File: config.mk
export PLATFORM = sky130hd
export DESIGN_NAME = adc_frontend
export DESIGN_NICKNAME = d
export VERILOG_FILES = /design/src/rtl/adc_frontend_pkg.sv /design/src/rtl/adc_frontend_prf.sv /design/src/rtl/adc_frontend.sv
export SDC_FILE = /design/constraint.sdc
export NUM_CORES = 1
export LEC_CHECK = 0
export BUFFER_PORTS_ARGS = -buffer_cell sky130_fd_sc_hd__buf_2
export CAP_MARGIN = 5
export CORE_ASPECT_RATIO = 0.6
export CORE_MARGIN = 1.5
export CORE_UTILIZATION = 53
export CTS_CLUSTER_DIAMETER = 40
export DETAILED_ROUTE_END_ITERATION = 12
export GPL_TIMING_DRIVEN = 1
export PLACE_DENSITY = 0.76
export SLEW_MARGIN = 5
export SYNTH_ARGS = -nofsm -noshare
export SYNTH_HDL_FRONTEND = slang
export SYNTH_SLANG_ARGS = --single-unit
export TNS_END_PERCENT = 30
File: constraint.sdc
create_clock -name Clk_160 -period 2.4 [get_ports Clk_160]
set_input_delay 0 -clock Clk_160 [delete_from_list [all_inputs] [get_ports Clk_160]]
set_output_delay 0 -clock Clk_160 [all_outputs]
set_load 0.1 [all_outputs]
File: src/rtl/adc_frontend_pkg.sv
// adc_frontend_pkg
// Shared constants and sample-format helpers for the ADC front end.
//   DEF_DATA_W : default sample width (the DDC input width)
//   SAT_MAX    : largest two's-complement sample (+2047 at 12 bits)
//   SAT_MIN    : smallest two's-complement sample (-2048 at 12 bits)
//   ob_to_tc   : offset binary -> two's complement (invert the MSB)
//   sat_sub    : a - b in one extra bit, clamped to [SAT_MIN, SAT_MAX]
// The helpers are sized to DEF_DATA_W, so the top-level DATA_W has to match it.
package adc_frontend_pkg;

  localparam int DEF_DATA_W = 12;

  localparam logic [DEF_DATA_W-1:0] SAT_MAX = {1'b0, {(DEF_DATA_W-1){1'b1}}};
  localparam logic [DEF_DATA_W-1:0] SAT_MIN = {1'b1, {(DEF_DATA_W-1){1'b0}}};

  function automatic logic [DEF_DATA_W-1:0] ob_to_tc(input logic [DEF_DATA_W-1:0] raw);
    return {~raw[DEF_DATA_W-1], raw[DEF_DATA_W-2:0]};
  endfunction

  // The operands are sign-extended by one bit. If the top two bits of the
  // difference disagree, the result left the representable range, and the
  // sign bit shows which way it went.
  function automatic logic [DEF_DATA_W-1:0] sat_sub(input logic [DEF_DATA_W-1:0] a,
                                                    input logic [DEF_DATA_W-1:0] b);
    logic [DEF_DATA_W:0] diff;
    diff = {a[DEF_DATA_W-1], a} - {b[DEF_DATA_W-1], b};
    if (diff[DEF_DATA_W] != diff[DEF_DATA_W-1])
      return diff[DEF_DATA_W] ? SAT_MIN : SAT_MAX;
    return diff[DEF_DATA_W-1:0];
  endfunction

endpackage

File: src/rtl/adc_frontend_prf.sv
// prf_sync
// Brings the asynchronous PRF trigger into the Clk_160 domain and qualifies it.
// A rising edge is accepted only when the hold-off counter has reached zero.
//   Clk_160    : sample clock
//   Rst        : synchronous, active-high reset
//   Trig_async : asynchronous trigger level, active-high
//   accept     : one-cycle strobe (combinational from flops) for an accepted rise
module prf_sync
  import adc_frontend_pkg::*;
#(
  parameter int HOLDOFF = 16
) (
  input  logic Clk_160,
  input  logic Rst,
  input  logic Trig_async,
  output logic accept
);

  localparam int HW = $clog2(HOLDOFF);
  localparam logic [HW-1:0] HOLD_LOAD = HW'(HOLDOFF - 1);

  logic ff1_q, ff1_d;
  logic ff2_q, ff2_d;
  logic ff3_q, ff3_d;
  logic [HW-1:0] holdoff_q, holdoff_d;
  logic rise;

  // ff1/ff2 resolve metastability. ff3 holds the previous value of ff2 for edge
  // detection, so a level held high gives a single rise.
  always_comb begin
    ff1_d  = Trig_async;
    ff2_d  = ff1_q;
    ff3_d  = ff2_q;
    rise   = ff2_q & ~ff3_q;
    accept = rise && (holdoff_q == '0);
    if (accept)
      holdoff_d = HOLD_LOAD;
    else if (holdoff_q != '0)
      holdoff_d = holdoff_q - 1'b1;
    else
      holdoff_d = holdoff_q;
  end

  always_ff @(posedge Clk_160) begin
    if (Rst) begin
      ff1_q     <= 1'b0;
      ff2_q     <= 1'b0;
      ff3_q     <= 1'b0;
      holdoff_q <= '0;
    end else begin
      ff1_q     <= ff1_d;
      ff2_q     <= ff2_d;
      ff3_q     <= ff3_d;
      holdoff_q <= holdoff_d;
    end
  end

endmodule

File: src/rtl/adc_frontend.sv
// adc_frontend
// Conditioning stage in front of the DDC. It converts offset-binary ADC samples
// to two's complement, removes a block-averaged DC estimate with saturation,
// qualifies the PRF trigger and tracks overrange per PRF interval.
//   Clk_160    : sample clock
//   Rst        : synchronous, active-high reset
//   Adc_data   : raw ADC sample, offset binary
//   Adc_ovr    : ADC overrange flag, aligned with Adc_data
//   Trig_async : asynchronous PRF trigger level
//   Dc_en      : 1 = subtract the DC estimate, 0 = pass through
//   Data_out   : corrected sample, two's complement, 2-cycle latency
//   Prf_out    : one-cycle accepted PRF pulse
//   Dc_offset  : current DC estimate, two's complement
//   Ovr_count  : overrange samples since the last accepted PRF, saturating
//   Ovr_flag   : any overrange since the last accepted PRF
module adc_frontend
  import adc_frontend_pkg::*;
#(
  parameter int DATA_W   = DEF_DATA_W,
  parameter int AVG_LOG2 = 10,
  parameter int HOLDOFF  = 16
) (
  input  logic              Clk_160,
  input  logic              Rst,
  input  logic [DATA_W-1:0] Adc_data,
  input  logic              Adc_ovr,
  input  logic              Trig_async,
  input  logic              Dc_en,
  output logic [DATA_W-1:0] Data_out,
  output logic              Prf_out,
  output logic [DATA_W-1:0] Dc_offset,
  output logic [15:0]       Ovr_count,
  output logic              Ovr_flag
);

  localparam int ACC_W = DATA_W + AVG_LOG2;

  logic [DATA_W-1:0]   adc_data_q, adc_data_d;
  logic                adc_ovr_q, adc_ovr_d;
  logic                smp_vld_q, smp_vld_d;
  logic [ACC_W-1:0]    acc_q, acc_d;
  logic [AVG_LOG2-1:0] cnt_q, cnt_d;
  logic [DATA_W-1:0]   dc_offset_q, dc_offset_d;
  logic [DATA_W-1:0]   data_out_q, data_out_d;
  logic                prf_q, prf_d;
  logic [15:0]         ovr_count_q, ovr_count_d;
  logic                ovr_flag_q, ovr_flag_d;

  logic [DATA_W-1:0] x;
  logic [ACC_W-1:0]  x_ext;
  logic [ACC_W-1:0]  acc_sum;
  logic              accept;

  prf_sync #(
    .HOLDOFF (HOLDOFF)
  ) u_prf_sync (
    .Clk_160    (Clk_160),
    .Rst        (Rst),
    .Trig_async (Trig_async),
    .accept     (accept)
  );

  // smp_vld keeps the reset value of the stage-1 register out of the average.
  // The first block therefore covers the first 2^AVG_LOG2 real samples and
  // finishes on edge 2^AVG_LOG2 + 1 after reset. Taking the top DATA_W bits of
  // the block sum is the arithmetic right shift by AVG_LOG2 (floor).
  always_comb begin
    adc_data_d = Adc_data;
    adc_ovr_d  = Adc_ovr;
    smp_vld_d  = 1'b1;

    x       = ob_to_tc(adc_data_q);
    x_ext   = {{AVG_LOG2{x[DATA_W-1]}}, x};
    acc_sum = acc_q + x_ext;

    acc_d       = acc_q;
    cnt_d       = cnt_q;
    dc_offset_d = dc_offset_q;
    if (smp_vld_q) begin
      cnt_d = cnt_q + 1'b1;
      if (cnt_q == '1) begin
        acc_d       = '0;
        dc_offset_d = acc_sum[ACC_W-1:AVG_LOG2];
      end else begin
        acc_d = acc_sum;
      end
    end

    data_out_d = sat_sub(x, Dc_en ? dc_offset_q : '0);
    prf_d      = accept;

    // When an accept coincides with an overrange sample, that sample is counted
    // in the new interval.
    ovr_count_d = ovr_count_q;
    ovr_flag_d  = ovr_flag_q;
    if (accept) begin
      ovr_count_d = {15'd0, adc_ovr_q};
      ovr_flag_d  = adc_ovr_q;
    end else if (adc_ovr_q) begin
      ovr_flag_d = 1'b1;
      if (ovr_count_q != 16'hFFFF)
        ovr_count_d = ovr_count_q + 16'd1;
    end
  end

  always_ff @(posedge Clk_160) begin
    if (Rst) begin
      adc_data_q  <= '0;
      adc_ovr_q   <= 1'b0;
      smp_vld_q   <= 1'b0;
      acc_q       <= '0;
      cnt_q       <= '0;
      dc_offset_q <= '0;
      data_out_q  <= '0;
      prf_q       <= 1'b0;
      ovr_count_q <= '0;
      ovr_flag_q  <= 1'b0;
    end else begin
      adc_data_q  <= adc_data_d;
      adc_ovr_q   <= adc_ovr_d;
      smp_vld_q   <= smp_vld_d;
      acc_q       <= acc_d;
      cnt_q       <= cnt_d;
      dc_offset_q <= dc_offset_d;
      data_out_q  <= data_out_d;
      prf_q       <= prf_d;
      ovr_count_q <= ovr_count_d;
      ovr_flag_q  <= ovr_flag_d;
    end
  end

  assign Data_out  = data_out_q;
  assign Prf_out   = prf_q;
  assign Dc_offset = dc_offset_q;
  assign Ovr_count = ovr_count_q;
  assign Ovr_flag  = ovr_flag_q;

endmodule

==> summary.md <==
| Metric | Value |
|---|---|
| Flop pwr share | `0.321` |
| Synth Area per Inst | `8.55 sq um` |
| Antenna violations before repair | `0` |
| First-pass GRT wire length | `approximately 25000 um` |
| Fin area | `6930 sq um` |
| Crit path max-delay family | `compound AO/OA/AOI/OAI gates` |
| Clock power share | `0.273` |
| Clk_lat worst skew | `about 0.35 ns` |
| Actual slew at the worst max-slew pin | `0.513 ns` |
| Hpwl dp | `11400 um` |
| First-iteration detailed-routing DRC count | `467` |
| Number of diodes | `0` |
| Area growth syn-to-layout | `32.5%` |
| Total track usage | `0.304` |
| Finish-stage setup viols | `12` |
| FFs w/ async S/R, synth | `0` |
| Detailed Route WL | `roughly 16000 um` |
| MaxCap Viol Count | `0` |
| Clock Skew | `0.0114 ns` |
| CP Data Arrival Time | `approximately 2.7 ns` |
| CP Class | `reg -> reg` |
| Synth area leaders | `dfxtp_1, ha_1, a21oi_1` |
| Slew headroom | `0.657` |
| Net Sw Frac | `0.388` |
| Vias in the first global route | `4864` |
| Mapped Area | `5230 sq um` |
| Power Density | `847 nW/um^2` |
| PortBufs | `58` |
| Die width | `between 100 and 150 um` |
| CTS Buffer Depth | `2` |
| Internal | `roughly 3.6 mW` |
| Vias per cell | `a little under 6` |
| Placed instance area | `between 6000 and 7000 sq um` |
| Syn Nets | `669` |
| DRC | `0` |
| Pin count of the biggest net entering global routing | `39` |
| Initial Utilization | `0.557` |
| Setup Total Neg Slack | `-0.612 ns` |
| Core area | `9390 sq um` |
| Largest stage delay on the critical path | `0.35 ns` |
| Switch Pwr | `2.28 mW` |
| Fill count | `714` |
| Yosys warning total | `0` |
| Fin. Hold Viols | `0` |
| Top cell type by total area after synthesis | `dfxtp_1` |
| Placement Rows | `27` |
| Final worst-path cycle share | `1.03` |
| WL/cell | `around 18 um` |
| CP Launch Type | `flop` |
| Slew Viols, Final | `0` |
| Final net count | `806` |
| Total gr overflow | `0` |
| Number of flops mapped to enable cells by yosys | `0` |
| F_max | `between 400 and 500 MHz` |
| Combinational cell fraction of total power | `0.405` |
| VDD IR max | `0.507 mV` |
| RePlAce Congestion | `roughly 0.95` |
| # IOs | `59` |
| Share of cells above drive strength 1 | `0.276` |
| Main synth FF type | `dfxtp_1` |
| Htree depth | `3` |
| Worst-path clk slew | `0.08 ns` |
| CTS Sinks | `95` |
| Vias | `5177` |
| Min-Delay Path Class | `in -> reg` |
| Chip Height | `79.9 um` |
| Final worst path period need | `about 2.5 ns` |
| Share of the synthesized area in the top cell type | `0.364` |
| Root Driver | `clkbuf_16` |
| Number of nets still failing antenna checks after routing | `0` |
| Pre-antenna DRT Iters | `5` |
| CP Buf/Inv Count | `2` |
| CP endpoint kind | `flop` |
| Unique masters post-synth | `53` |
| Crit-path slowest cell | `dfxtp_4` |
| Total Power | `roughly 6 mW` |
| Yosys reg bits | `95` |
| Die Footprint | `10500 sq um` |
| CTS tree | `done` |
| Final WS setup | `-0.0717 ns` |
| RSZ-0062 raised after global routing | `yes` |
| Syn Inst Count | `612` |
| Crit-path max FO | `9` |
| P_leak | `3.07 nW` |
| CTS Buf Count | `9` |
| Violated checks | `setup timing` |
| Worst-path cell chain | `and2_4, ha_4, inv_2, fa_2, a211oi_2, o21ai_2, o311ai_2, a21boi_0, mux2i_1, buf_4, nor2_4, a21o_1` |
| Status | `finished with violations` |
| Seq/Total Area, Yosys | `0.364` |
| Critical Path RT | `2.64 ns` |
## final timing paths
check	startpoint	endpoint	slack (ns)	cells past startpoint
worst max-delay path	Dc_offset[0]	Data_out[7]	-0.07	12
worst min-delay path	Rst	u_prf_sync.ff3_q	0.03	2
worst max register to register	Dc_offset[0]	Data_out[7]	-0.07	12
worst min register to register	u_prf_sync.ff1_q	u_prf_sync.ff2_q	0.45	1
## layout make-up
cell class	count	area [sq um]	area share
multi-input cells	468	3390	0.489
flip-flops and latches	95	1920	0.277
repair buffers	152	1030	0.149
clock buffers	10	229	0.0330
well taps	130	163	0.0235
clock inverters	6	105	0.0152
inverters	23	86.3	0.0125
## state kept, by name, indices dropped and copies added, names as in the netlist
name and cells:
adc_ovr_q 1, u_prf_sync.ff1_q 1, Prf_out 1, u_prf_sync.ff2_q 1, Ovr_flag 1, adc_data_q 12, Dc_offset 12, u_prf_sync.holdoff_q 4
acc_q 22, Ovr_count 16, Data_out 12, cnt_q 10, smp_vld_q 1, u_prf_sync.ff3_q 1
## cell usage in the layout, fill, tap and decap left out, types with 9 or more instances in the layout
cell type,n
nor3_1,10
buf_2,58
buf_4,79
nand2_1,49
dfxtp_1,84
a21o_1,16
o21ai_0,14
dlygate4sd3_1,14
nand3_1,23
a22o_1,10
nand4_1,14
nor2b_1,25
clkbuf_16,9
xor2_1,18
inv_1,20
and3_1,13
ha_1,32
nor2_1,51
xnor2_1,23
a21oi_1,37
dfxtp_2,9
## Yosys cell counts, types with 8 or more instances
library cell / n
a211oi_1: 9
a21o_1: 16
a21oi_1: 42
a22o_1: 10
and3_1: 13
and4_1: 8
clkbuf_1: 19
dfxtp_1: 95
ha_1: 38
inv_1: 23
nand2_1: 50
nand2b_1: 8
nand3_1: 23
nand4_1: 14
nor2_1: 53
nor2b_1: 25
nor3_1: 11
o21ai_0: 20
xnor2_1: 23
xor2_1: 19
## power by group through the flow
| stage | clock [mW] | sequential [mW] | combinational (mW) |
|---|---|---|---|
| finish | 1.61 | 1.89 | 2.38 |
| CTS | 1.61 | 1.88 | 2.19 |
| detailed placement | 0 | 1.91 | 2.08 |
| global route | 1.68 | 1.91 | 2.53 |
| floorplan | 0 | 2.37 | 0.988 |
| global placement | 0 | 1.90 | 2.03 |
## layer usage
layer,wire [um],GRT usage,share of wire
met4,151,0.0607,0.0096
met3,1430,0.0635,0.091
met5,0,0,0
met1,7460,0.443,0.47
met2,6720,0.463,0.43
## kinds of logic (layout without fill, tap and decap cells)
| logic type | after synthesis | after routing | synth area share |
|---|---|---|---|
| xor gates and xnor gates | 42 | 42 | 0.0703 |
| muxes | 6 | 6 | 0.0115 |
| adders and majority gates | 40 | 40 | 0.0986 |
| AOI/OAI and AO/OA | 154 | 154 | 0.199 |
| buffers and inverters | 49 | 191 | 0.0373 |
| DFF | 95 | 95 | 0.364 |
| and+or+nand+nor | 226 | 226 | 0.220 |
## metrics by stage
stage / utilization / hold slack (ns) / std cells / worst slack [ns]
floorplan: - / 0.128 / 612 / -0.166
global placement: 0.660 / 0.208 / 851 / -0.159
detailed placement: 0.660 / 0.212 / 851 / -0.237
CTS: 0.724 / 0.0237 / 883 / -0.0524
global route: 0.738 / 0.0493 / 884 / -0.164
finish: 0.738 / 0.0270 / 884 / -0.0717
## repair_timing
item                                    CTS  global route
endpoints found under the setup margin   30            32
resized for setup                        28            27
hold buffers                             14             0
buffers inserted                          2             1
endpoints found under the hold margin    14             0
pin swaps                                 3            12
No activity file was read; power rests on OpenSTA's default activity.
